$ cat src/rtl/ac_goto_walker_if.sv
// Character handshake, result and table-load bundle for ac_goto_walker.
// MATCH_CNT exists only when AC_MATCH_COUNT_EN is defined.
interface ac_goto_walker_if #(
  parameter int unsigned STATE_W = 8,
  parameter int unsigned CHAR_W  = 8,
  parameter int unsigned TBL_AW  = 5
);
  localparam int unsigned WD_W = 2 * STATE_W + CHAR_W;

  logic               CLR;
  logic               CHAR_VALID;
  logic               CHAR_READY;
  logic [CHAR_W-1:0]  CHAR_IN;
  logic               STATE_VALID;
  logic [STATE_W-1:0] STATE_OUT;
  logic               MATCH_OUT;
  logic               FAIL_ERR;
  logic               BUSY;
  logic               TBL_WE;
  logic [1:0]         TBL_SEL;
  logic [TBL_AW-1:0]  TBL_ADDR;
  logic [WD_W-1:0]    TBL_WDATA;
`ifdef AC_MATCH_COUNT_EN
  logic [15:0]        MATCH_CNT;
`endif

  modport master (
    output CLR, CHAR_VALID, CHAR_IN, TBL_WE, TBL_SEL, TBL_ADDR, TBL_WDATA,
`ifdef AC_MATCH_COUNT_EN
    input  MATCH_CNT,
`endif
    input  CHAR_READY, STATE_VALID, STATE_OUT, MATCH_OUT, FAIL_ERR, BUSY
  );

  modport slave (
    input  CLR, CHAR_VALID, CHAR_IN, TBL_WE, TBL_SEL, TBL_ADDR, TBL_WDATA,
`ifdef AC_MATCH_COUNT_EN
    output MATCH_CNT,
`endif
    output CHAR_READY, STATE_VALID, STATE_OUT, MATCH_OUT, FAIL_ERR, BUSY
  );
endinterface

$ cat src/rtl/ac_goto_walker.sv
// Aho-Corasick goto/failure walker: one goto entry examined per cycle, failure
// links followed on a miss. Optional AC_MATCH_COUNT_EN adds a saturating match counter.
module ac_goto_walker #(
  parameter int unsigned STATE_W    = 8,
  parameter int unsigned CHAR_W     = 8,
  parameter int unsigned GOTO_DEPTH = 32,
  parameter int unsigned GOTO_AW    = 5,
  parameter int unsigned NSTATES    = 32,
  parameter int unsigned STATE_AW   = 5
) (
  input  logic CLK,
  input  logic RST,
  ac_goto_walker_if.slave bus
);
  localparam int unsigned FT_DEPTH = 1 << STATE_AW;
  localparam int unsigned HOP_W    = $clog2(NSTATES + 1);
  localparam int unsigned WD_W     = 2 * STATE_W + CHAR_W;

  typedef enum logic [1:0] {S_IDLE, S_SCAN, S_FAIL, S_DONE} fsm_t;

  // Table storage: goto valid bits are reset, data arrays are not
  logic [GOTO_DEPTH-1:0] goto_vld;
  logic [STATE_W-1:0]    goto_cur [GOTO_DEPTH];
  logic [CHAR_W-1:0]     goto_chr [GOTO_DEPTH];
  logic [STATE_W-1:0]    goto_nxt [GOTO_DEPTH];
  logic [STATE_W-1:0]    fail_tbl [FT_DEPTH];
  logic [FT_DEPTH-1:0]   out_tbl;

  fsm_t               fsm_q, fsm_n;
  logic [STATE_W-1:0] st_q, st_n;
  logic [CHAR_W-1:0]  chr_q, chr_n;
  logic [GOTO_AW-1:0] idx_q, idx_n;
  logic [HOP_W-1:0]   hop_q, hop_n;
  logic               ferr_n;

  logic               ready_q, busy_q, valid_q, match_q, ferr_q;
  logic [STATE_W-1:0] sout_q;

  logic               tbl_en_c, goto_addr_ok_c, ft_addr_ok_c;
  logic [GOTO_AW-1:0] goto_addr_c;
  logic [STATE_AW-1:0] ft_addr_c;
  logic               hit_c, last_c;

  assign tbl_en_c       = bus.TBL_WE && (fsm_q == S_IDLE);
  assign goto_addr_ok_c = 32'(bus.TBL_ADDR) < GOTO_DEPTH;
  assign ft_addr_ok_c   = 32'(bus.TBL_ADDR) < FT_DEPTH;
  assign goto_addr_c    = GOTO_AW'(bus.TBL_ADDR);
  assign ft_addr_c      = STATE_AW'(bus.TBL_ADDR);

  assign hit_c  = goto_vld[idx_q] && (goto_cur[idx_q] == st_q) && (goto_chr[idx_q] == chr_q);
  assign last_c = (idx_q == GOTO_AW'(GOTO_DEPTH - 1));

  // Goto valid bits: set by a goto write, cleared by an invalidate write
  always_ff @(posedge CLK or posedge RST) begin
    if (RST) begin
      goto_vld <= '0;
    end else if (tbl_en_c && goto_addr_ok_c) begin
      if (bus.TBL_SEL == 2'd0) goto_vld[goto_addr_c] <= 1'b1;
      else if (bus.TBL_SEL == 2'd3) goto_vld[goto_addr_c] <= 1'b0;
    end
  end

  // Table data, unaffected by reset
  always_ff @(posedge CLK) begin
    if (tbl_en_c) begin
      case (bus.TBL_SEL)
        2'd0: if (goto_addr_ok_c) begin
          goto_cur[goto_addr_c] <= bus.TBL_WDATA[WD_W-1 -: STATE_W];
          goto_chr[goto_addr_c] <= bus.TBL_WDATA[STATE_W +: CHAR_W];
          goto_nxt[goto_addr_c] <= bus.TBL_WDATA[STATE_W-1:0];
        end
        2'd1: if (ft_addr_ok_c) fail_tbl[ft_addr_c] <= bus.TBL_WDATA[STATE_W-1:0];
        2'd2: if (ft_addr_ok_c) out_tbl[ft_addr_c] <= bus.TBL_WDATA[0];
        default: ;
      endcase
    end
  end

  // Next-state logic; CLR overrides everything
  always_comb begin
    fsm_n  = fsm_q;
    st_n   = st_q;
    chr_n  = chr_q;
    idx_n  = idx_q;
    hop_n  = hop_q;
    ferr_n = 1'b0;
    case (fsm_q)
      S_IDLE: begin
        if (bus.CHAR_VALID && ready_q) begin
          chr_n = bus.CHAR_IN;
          idx_n = '0;
          hop_n = '0;
          fsm_n = S_SCAN;
        end
      end
      S_SCAN: begin
        if (hit_c) begin
          st_n  = goto_nxt[idx_q];
          fsm_n = S_DONE;
        end else if (last_c) begin
          fsm_n = (st_q == '0) ? S_DONE : S_FAIL;
        end else begin
          idx_n = idx_q + GOTO_AW'(1);
        end
      end
      S_FAIL: begin
        hop_n = hop_q + HOP_W'(1);
        if (hop_q == HOP_W'(NSTATES - 1)) begin
          st_n   = '0;
          ferr_n = 1'b1;
          fsm_n  = S_DONE;
        end else begin
          st_n  = fail_tbl[st_q[STATE_AW-1:0]];
          idx_n = '0;
          fsm_n = S_SCAN;
        end
      end
      S_DONE: fsm_n = S_IDLE;
      default: fsm_n = S_IDLE;
    endcase
    if (bus.CLR) begin
      fsm_n  = S_IDLE;
      st_n   = '0;
      ferr_n = 1'b0;
    end
  end

  // State and registered outputs; results update on entry to DONE
  always_ff @(posedge CLK or posedge RST) begin
    if (RST) begin
      fsm_q   <= S_IDLE;
      st_q    <= '0;
      chr_q   <= '0;
      idx_q   <= '0;
      hop_q   <= '0;
      ready_q <= 1'b1;
      busy_q  <= 1'b0;
      valid_q <= 1'b0;
      sout_q  <= '0;
      match_q <= 1'b0;
      ferr_q  <= 1'b0;
    end else begin
      fsm_q   <= fsm_n;
      st_q    <= st_n;
      chr_q   <= chr_n;
      idx_q   <= idx_n;
      hop_q   <= hop_n;
      ready_q <= (fsm_n == S_IDLE);
      busy_q  <= (fsm_n != S_IDLE);
      valid_q <= (fsm_n == S_DONE);
      ferr_q  <= ferr_n;
      if (fsm_n == S_DONE) begin
        sout_q  <= st_n;
        match_q <= out_tbl[st_n[STATE_AW-1:0]];
      end
    end
  end

  assign bus.CHAR_READY  = ready_q;
  assign bus.BUSY        = busy_q;
  assign bus.STATE_VALID = valid_q;
  assign bus.STATE_OUT   = sout_q;
  assign bus.MATCH_OUT   = match_q;
  assign bus.FAIL_ERR    = ferr_q;

`ifdef AC_MATCH_COUNT_EN
  logic [15:0] cnt_q;

  // Saturating count of matching results
  always_ff @(posedge CLK or posedge RST) begin
    if (RST) begin
      cnt_q <= '0;
    end else if (bus.CLR) begin
      cnt_q <= '0;
    end else if ((fsm_n == S_DONE) && out_tbl[st_n[STATE_AW-1:0]] && (cnt_q != 16'hFFFF)) begin
      cnt_q <= cnt_q + 16'd1;
    end
  end

  assign bus.MATCH_CNT = cnt_q;
`endif
endmodule

$ cat src/flat_wrapper.sv
// flat-port wrapper written by rule: the top's interface ports become plain ports
module ac_goto_walker_flat 
#(
  parameter int unsigned STATE_W    = 8,
  parameter int unsigned CHAR_W     = 8,
  parameter int unsigned GOTO_DEPTH = 32,
  parameter int unsigned GOTO_AW    = 5,
  parameter int unsigned NSTATES    = 32,
  parameter int unsigned STATE_AW   = 5
)
  (CLK, RST, bus_CLR, bus_CHAR_VALID, bus_CHAR_IN, bus_TBL_WE, bus_TBL_SEL, bus_TBL_ADDR, bus_TBL_WDATA, bus_CHAR_READY, bus_STATE_VALID, bus_STATE_OUT, bus_MATCH_OUT, bus_FAIL_ERR, bus_BUSY);
  ac_goto_walker_if #(.STATE_W(STATE_W), .CHAR_W(CHAR_W), .TBL_AW(5)) bus_i ();
  input  logic CLK;
  input  logic RST;
  input wire logic [$bits(bus_i.CLR)-1:0] bus_CLR;
  input wire logic [$bits(bus_i.CHAR_VALID)-1:0] bus_CHAR_VALID;
  input wire logic [$bits(bus_i.CHAR_IN)-1:0] bus_CHAR_IN;
  input wire logic [$bits(bus_i.TBL_WE)-1:0] bus_TBL_WE;
  input wire logic [$bits(bus_i.TBL_SEL)-1:0] bus_TBL_SEL;
  input wire logic [$bits(bus_i.TBL_ADDR)-1:0] bus_TBL_ADDR;
  input wire logic [$bits(bus_i.TBL_WDATA)-1:0] bus_TBL_WDATA;
  output wire logic [$bits(bus_i.CHAR_READY)-1:0] bus_CHAR_READY;
  output wire logic [$bits(bus_i.STATE_VALID)-1:0] bus_STATE_VALID;
  output wire logic [$bits(bus_i.STATE_OUT)-1:0] bus_STATE_OUT;
  output wire logic [$bits(bus_i.MATCH_OUT)-1:0] bus_MATCH_OUT;
  output wire logic [$bits(bus_i.FAIL_ERR)-1:0] bus_FAIL_ERR;
  output wire logic [$bits(bus_i.BUSY)-1:0] bus_BUSY;
  assign bus_i.CLR = bus_CLR;
  assign bus_i.CHAR_VALID = bus_CHAR_VALID;
  assign bus_i.CHAR_IN = bus_CHAR_IN;
  assign bus_i.TBL_WE = bus_TBL_WE;
  assign bus_i.TBL_SEL = bus_TBL_SEL;
  assign bus_i.TBL_ADDR = bus_TBL_ADDR;
  assign bus_i.TBL_WDATA = bus_TBL_WDATA;
  assign bus_CHAR_READY = bus_i.CHAR_READY;
  assign bus_STATE_VALID = bus_i.STATE_VALID;
  assign bus_STATE_OUT = bus_i.STATE_OUT;
  assign bus_MATCH_OUT = bus_i.MATCH_OUT;
  assign bus_FAIL_ERR = bus_i.FAIL_ERR;
  assign bus_BUSY = bus_i.BUSY;
  ac_goto_walker #(.STATE_W(STATE_W), .CHAR_W(CHAR_W), .GOTO_DEPTH(GOTO_DEPTH), .GOTO_AW(GOTO_AW), .NSTATES(NSTATES), .STATE_AW(STATE_AW)) u_core (.CLK(CLK), .RST(RST), .bus(bus_i));
endmodule
$ cat config.mk
export PLATFORM = sky130hd
export DESIGN_NAME = ac_goto_walker_flat
export DESIGN_NICKNAME = d
export VERILOG_FILES = /design/src/rtl/ac_goto_walker_if.sv /design/src/rtl/ac_goto_walker.sv /design/src/flat_wrapper.sv
export SDC_FILE = /design/constraint.sdc
export NUM_CORES = 1
export LEC_CHECK = 0
export CORE_ASPECT_RATIO = 0.75
export CORE_MARGIN = 3
export CORE_UTILIZATION = 49
export CTS_CLUSTER_DIAMETER = 60
export DETAILED_ROUTE_END_ITERATION = 8
export SLEW_MARGIN = 5
export SYNTH_ARGS = -nofsm -noshare
export SYNTH_HDL_FRONTEND = slang
export SYNTH_SLANG_ARGS = --single-unit
$ cat constraint.sdc
create_clock -name CLK -period 5.2 [get_ports CLK]
set_input_delay 0.78 -clock CLK [delete_from_list [all_inputs] [get_ports CLK]]
set_output_delay 0.78 -clock CLK [all_outputs]
set_load 0.1 [all_outputs]
==> results.toml, run 1 <==
[sta]
clock_skew_ps = 34.1
fin_ws_ps = 245
slew_headroom_pct = 13.6
setup_viol = 0
worst_pin_slew_ps = 1300
fin_tns_setup_ps = 0
grt_setup_unrepaired = "no"
min_period_ps = 4960
whs_ps = 501
max_freq_mhz = 202
hold_viol_final = 0
post-route-period-util_pct = 95.3
slew_violations = 0

[global_route]
grt_pass1_wl_um = 168000
grt_overflow = 0
antenna_found_initial = 3
track_usage_pct = 24.8
grt_max_degree = 97
grt_pass1_vias = 22800

[placed_design]
globalplace.congestion = 0.879
dpl_cell_area_um2 = 47600
pre_cts_slack_ps = 235
dpl.cell_count = 3522
port_buffers = 56
place_hpwl_um = 70600

[yosys]
yosysMostFrequentCell = "edfxtp_1"
yosys-top-cells-area = "edfxtp_1 (71%), mux4_2 (12%), dfrtp_1 (4.1%), mux2i_1 (3.8%), nor2_1 (1.4%)"
ys_top_cells_by_count = "edfxtp_1 (1056), mux4_2 (233), mux2i_1 (170)"
syn_area_per_cell_um2 = 20.0
synth.distinct_cells = 69
synth-main-ff-cell = "edfxtp_1"
synth-edff-count = 1056
synth_largest_area_cell = "edfxtp_1"
ys_seq_elements = 1130
synthCells = 2240
yosys.area.top_type_share_pct = 70.7
synth_nets = 2294
synth_area_um2 = 44900
ys_seq_area_share_pct = 74.8
ys_warn_count = 0
async_flop_share_pct = 6.55

[worst_setup_path]
worstSetupStartpointType = "flip-flop"
cp_slowest_cell = "nor4_2"
crit_fanout = 45
path_cells = "buf_12 > buf_12 > buf_4 > mux4_2 > a22oi_1 > nand4_1 > a41oi_2 > nand4_2 > nor4_2 > mux2_2 > a21oi_1 > nor3_2 > and2b_1 > a22oi_1 > a32oi_1"
crit_path_end_kind = "flip-flop"
crit_arrival_ps = 5480
cp_num_buf_inv = 3
rrSetupSlack_ps = 240
reg2reg_from = "u_core.idx_q[1]"
r2r_end = "u_core.bus.MATCH_OUT"
critPathTopFamily = "simple AND/OR/NAND/NOR gates"
path_class = "reg -> reg"
slowest_delay_ps = 710
ff2ff_path_depth = 15
required_ps = 5720

[clock_tree]
cts_resized = 0
cts_tree = "built"
worstSkewPairLatency_ps = 680
cts_hold_buf = 0
cts.sinks = 1130
htreeDepth = 3
cts.clk_slew.worst_paths_ps = 60
cts_setup_buffers = 0
cts_buffer_depth = 3
cts_buffers = 106
cts_root_buf = "clkbuf_16"

[drt]
ant_nets = 0
wl_per_cell_um = 31.4
wl_um = 117000
drc = 0
dr_total_vias = 23100
drtIter0Drc = 2888
drtPass1Iterations = 6
vias_per_cell = 6.20

[floorplanning]
initial_core_util_pct = 49.8
row_count = 95
core_um2 = 90100
die_h_um = 268
chipWidth_um = 355
fp.dieArea_um2 = 95200
ioPinCount = 57

[cells_and_area]
area_growth_pct = 13.9
layout.nets = 2473
antenna_cells = 0
final_cell_area_um2 = 51100
drive_gt1_share_pct = 25.6
fill_cells = 6793
fin_util_pct = 56.7
final_cells = 3720

[run]
cap_violations = 0

[power]
ir_worst_vdd_v = 0.000312
leakage_nw = 16.0
p_per_area_nw_per_um2 = 401
power_mw = 20.5

[worst_hold_path]
hold_path.class = "in -> async"

[run_status]
outcome = "completed"
worst reg2reg max path: cells and delay by family, from the launching register on:
kind	cells	cell delay (ps)
flops	1	590
buf+inv	3	990
compound gates	5	980
mux	2	770
simple gates	5	1490
cells by family (layout without fill, tap and decap cells):
kind of cell	after synthesis	count (layout)	share of synthesized area, %
DFF	1130	1130	74.8
muxes	460	460	17.0
and+or+nand+nor	290	290	2.90
AOI/OAI and AO/OA	195	195	3.05
buffers and inverters	139	407	1.67
xor gates and xnor gates	16	16	0.312
adders and majority gates	10	10	0.279
power breakdown:
part | switching, mW | internal (mW) | leakage (nW)
clock | 3.32 | 4.40 | 1.68
combinational | 1.42 | 1.22 | 3.84
sequential | 0.131 | 10.0 | 10.5
total | 4.87 | 15.6 | 16.0
placed cells by master (no fill, tap or decap), drive strengths merged, types with 10 or more instances in the layout:
cell              n
nor3             13
mux2             56
inv              16
edfxtp         1056
mux2i           170
a211oi           10
o21ai            23
xnor2            13
nand2            57
mux4            234
a21oi            38
nor2            164
a22oi            73
bufinv           12
clkdlybuf4s50    48
ha               10
clkbuf          128
dfrtp            73
clkinv           54
buf             145
how the worst max path moves through the flow:
| stage | from | end | slack [ps] | cells past startpoint |
|---|---|---|---|---|
| global route | u_core.idx_q[1] | u_core.bus.MATCH_OUT | 40 | 17 |
| detailed placement | u_core.idx_q[1] | u_core.bus.MATCH_OUT | 240 | 16 |
| CTS | u_core.idx_q[1] | u_core.bus.MATCH_OUT | 170 | 16 |
| floorplan | u_core.idx_q[0] | u_core.bus.MATCH_OUT | 1070 | 17 |
| global placement | u_core.idx_q[1] | u_core.bus.MATCH_OUT | 300 | 16 |
| finish | u_core.idx_q[1] | u_core.bus.MATCH_OUT | 240 | 15 |
state kept, by name, summed over array words and instances (netlist names), named ones only:
| signal | flops |
|---|---|
| u_core.out_tbl | 32 |
| u_core.bus.MATCH_OUT | 1 |
| u_core.goto_cur | 256 |
| u_core.fail_tbl | 256 |
| u_core.bus.CHAR_READY | 1 |
| u_core.hop_q | 6 |
| u_core.st_q | 8 |
| u_core.fsm_q | 2 |
| u_core.goto_nxt | 256 |
| u_core.bus.STATE_OUT | 8 |
| u_core.idx_q | 5 |
| u_core.bus.FAIL_ERR | 1 |
| u_core.bus.BUSY | 1 |
| u_core.bus.STATE_VALID | 1 |
| u_core.goto_chr | 256 |
| u_core.chr_q | 8 |
metal layers:
layer	wire (µm)	vias up	track usage (%)
met5	0	-	0
met4	2480	0	5.92
li1	-	9525	-
met3	10400	143	5.08
met1	52700	12300	39.1
met2	51300	1115	35.9
layout make-up:
cell class | instances | area (µm²) | area share, %
clock inverter | 69 | 652 | 1.28
multi-input combinational | 971 | 10800 | 21.2
timing repair buffer | 193 | 1690 | 3.30
clock buffer | 128 | 2780 | 5.44
inverter | 17 | 66.3 | 0.130
sequential | 1130 | 33600 | 65.7
tap | 1212 | 1520 | 2.97
Power figures use the tool's default switching activity.
==> run 2: changes to the inputs <==
--- a/config.mk
+++ b/config.mk
@@ -5,11 +5,15 @@
 export SDC_FILE = /design/constraint.sdc
 export NUM_CORES = 1
 export LEC_CHECK = 0
+export CELL_PAD_IN_SITES_DETAIL_PLACEMENT = 1
+export CELL_PAD_IN_SITES_GLOBAL_PLACEMENT = 1
 export CORE_ASPECT_RATIO = 0.75
 export CORE_MARGIN = 3
 export CORE_UTILIZATION = 49
 export CTS_CLUSTER_DIAMETER = 60
 export DETAILED_ROUTE_END_ITERATION = 8
+export GPL_TIMING_DRIVEN = 0
+export PLACE_DENSITY_LB_ADDON = 0.1
 export SLEW_MARGIN = 5
 export SYNTH_ARGS = -nofsm -noshare
 export SYNTH_HDL_FRONTEND = slang
==> run 2 against run 1 <==
  * Sequential power about the same
  * Worst setup slack worse by 150 ps
  * Non-clock buffer count up 31
  * Cell count up 0.91%
  * Global-route usage up 1.8 points
  * Largest cell class unchanged
  * Largest power group unchanged
==> results.toml, run 2 (synthesized netlist as in run 1, its figures left out) <==
[run_status]
outcome = "completed"

[worst_setup_path]
r2r_end = "u_core.bus.MATCH_OUT"
rrSetupSlack_ps = 100
slowest_delay_ps = 500
reg2reg_from = "u_core.idx_q[1]"
startpoint = "u_core.idx_q[1]"
critPathCapture = "u_core.bus.MATCH_OUT"
path_common_cell = "buf_6"
crit_arrival_ps = 5680
worstSetupStartpointType = "flip-flop"
required_ps = 5780
crit_fanout = 10
path_class = "reg -> reg"
cp_slowest_cell = "nor4_1"
path_cells = "buf_6 > buf_6 > buf_6 > buf_4 > buf_6 > mux2i_1 > a22oi_1 > a21oi_1 > nor4_1 > xnor2_1 > nand4_4 > nor3_1 > mux2i_1 > a211o_4 > inv_2 > a2111oi_0 > nor4_1 > a22oi_1 > a32oi_1"
ff2ff_path_depth = 19
crit_path_end_kind = "flip-flop"

[run]
cap_violations = 0

[cells_and_area]
fill_cells = 7816
final_common_cell = "edfxtp_1"
area_growth_pct = 16.0
layout.nets = 2507
antenna_cells = 0
drive_gt1_share_pct = 26.3
final_cells = 3754
final_cell_mix = "edfxtp_1 (1056), mux4_2 (233), mux2i_1 (164)"

[global_route]
grt_pass1_wl_um = 179000
antenna_found_initial = 1
grt_overflow = 0
grt_pass1_vias = 24200
grt_max_degree = 65
track_usage_pct = 26.7

[drt]
wl_per_cell_um = 33.7
wl_um = 127000
vias_per_cell = 6.29
drc = 0
dr_total_vias = 23600
ant_nets = 0
drtIter0Drc = 2932
drtPass1Iterations = 5

[sta]
worst_pin_slew_ps = 1360
slew_violations = 0
hold_viol_final = 0
slew_headroom_pct = 9.13
min_period_ps = 5100
fin_ws_ps = 97.9
setup_viol = 0
clock_skew_ps = 21.7
max_freq_mhz = 196
post-route-period-util_pct = 98.1

[floorplanning]
chipWidth_um = 355
fp.dieArea_um2 = 95200
ioPinCount = 57
core_um2 = 90100
row_count = 95
initial_core_util_pct = 49.8
die_h_um = 268

[placed_design]
place_hpwl_um = 83900
pre_cts_slack_ps = -1400
dpl.cell_count = 3550
globalplace.congestion = 0.818
port_buffers = 56

[clock_tree]
cts.sinks = 1130
cts_buffers = 109
cts_root_buf = "clkbuf_16"
worstSkewPairLatency_ps = 670
cts_tree = "built"
htreeDepth = 3
cts.clk_slew.worst_paths_ps = 60
cts_buffer_depth = 3

[power]
p_per_area_nw_per_um2 = 401
leakage_nw = 16.2
ir_worst_vdd_v = 0.000282
power_mw = 20.8

[worst_hold_path]
hold_path.class = "in -> async"
run 2: cell count changes in the layout (fill, tap and decap cells not counted), moves of 11 or more:
cell and change:
buf_4 -100, clkbuf_1 +33, buf_6 +21, buf_12 +16, buf_16 +16, buf_2 +15, clkbuf_2 +12, clkbuf_4 +11
nor2_1 -11, nor2_2 +11
run 2: power breakdown:
group	internal, mW	switching (mW)
Sequential	10.0	0.0687
Clock	4.41	3.36
Combinational	1.32	1.66
Total	15.7	5.10
run 2: worst min-delay path by stage:
| stage | from | endpoint | slack, ps | cells after the start |
|---|---|---|---|---|
| global route | RST | u_core.st_q[1] | 460 | 2 |
| finish | RST | u_core.st_q[1] | 460 | 2 |
| floorplan | flip-flop | flip-flop | 470 | 2 |
| detailed placement | u_core.bus.STATE_OUT[2] | u_core.bus.STATE_OUT[2] | 480 | 2 |
| global placement | u_core.bus.STATE_OUT[2] | u_core.bus.STATE_OUT[2] | 470 | 2 |
| CTS | RST | u_core.st_q[1] | 440 | 2 |
run 2: critical path, delay by kind of cell (launching register included):
family,cells,cell delay [ps]
compound gates,6,1200
xor+xnor,1,260
buf+inv,6,1340
flops,1,430
mux,2,240
simple gates,4,1490
run 2: repair_timing:
item	4_1_cts	5_1_grt
resized for setup	61	59
pin swaps	2	5
hold buffers	0	0
buffers inserted	5	2
setup endpoints to repair	26	8
run 2: area by class of cell:
class / instances / area (µm²) / share of cell area, %
Buffer: 119 / 807 / 1.55
Clock buffer: 130 / 2830 / 5.43
Clock inverter: 70 / 633 / 1.22
Inverter: 17 / 68.8 / 0.132
Multi-Input combinational cell: 971 / 11100 / 21.3
Sequential cell: 1130 / 33600 / 64.5
Tap cell: 1212 / 1520 / 2.91
Timing Repair Buffer: 105 / 1530 / 2.95
run 2: metal layers:
layer | vias to the layer above | GRT usage (%) | part of all wire (%)
met4 | 0 | 5.38 | 1.7
met2 | 969 | 39.9 | 45
met3 | 160 | 4.10 | 7.7
li1 | 9581 | - | -
met5 | - | 0 | 0
met1 | 12900 | 42.1 | 45
run 2: through the flow:
step	instance area (µm²)	util [%]	setup TNS (ps)	hold slack, ps
floorplan	44900	-	0	472
global placement	46900	52.1	-318080	467
detailed placement	48100	53.4	-14590	479
CTS	51800	57.5	0	443
global route	52000	57.8	-43.3	463
finish	52000	57.8	0	461
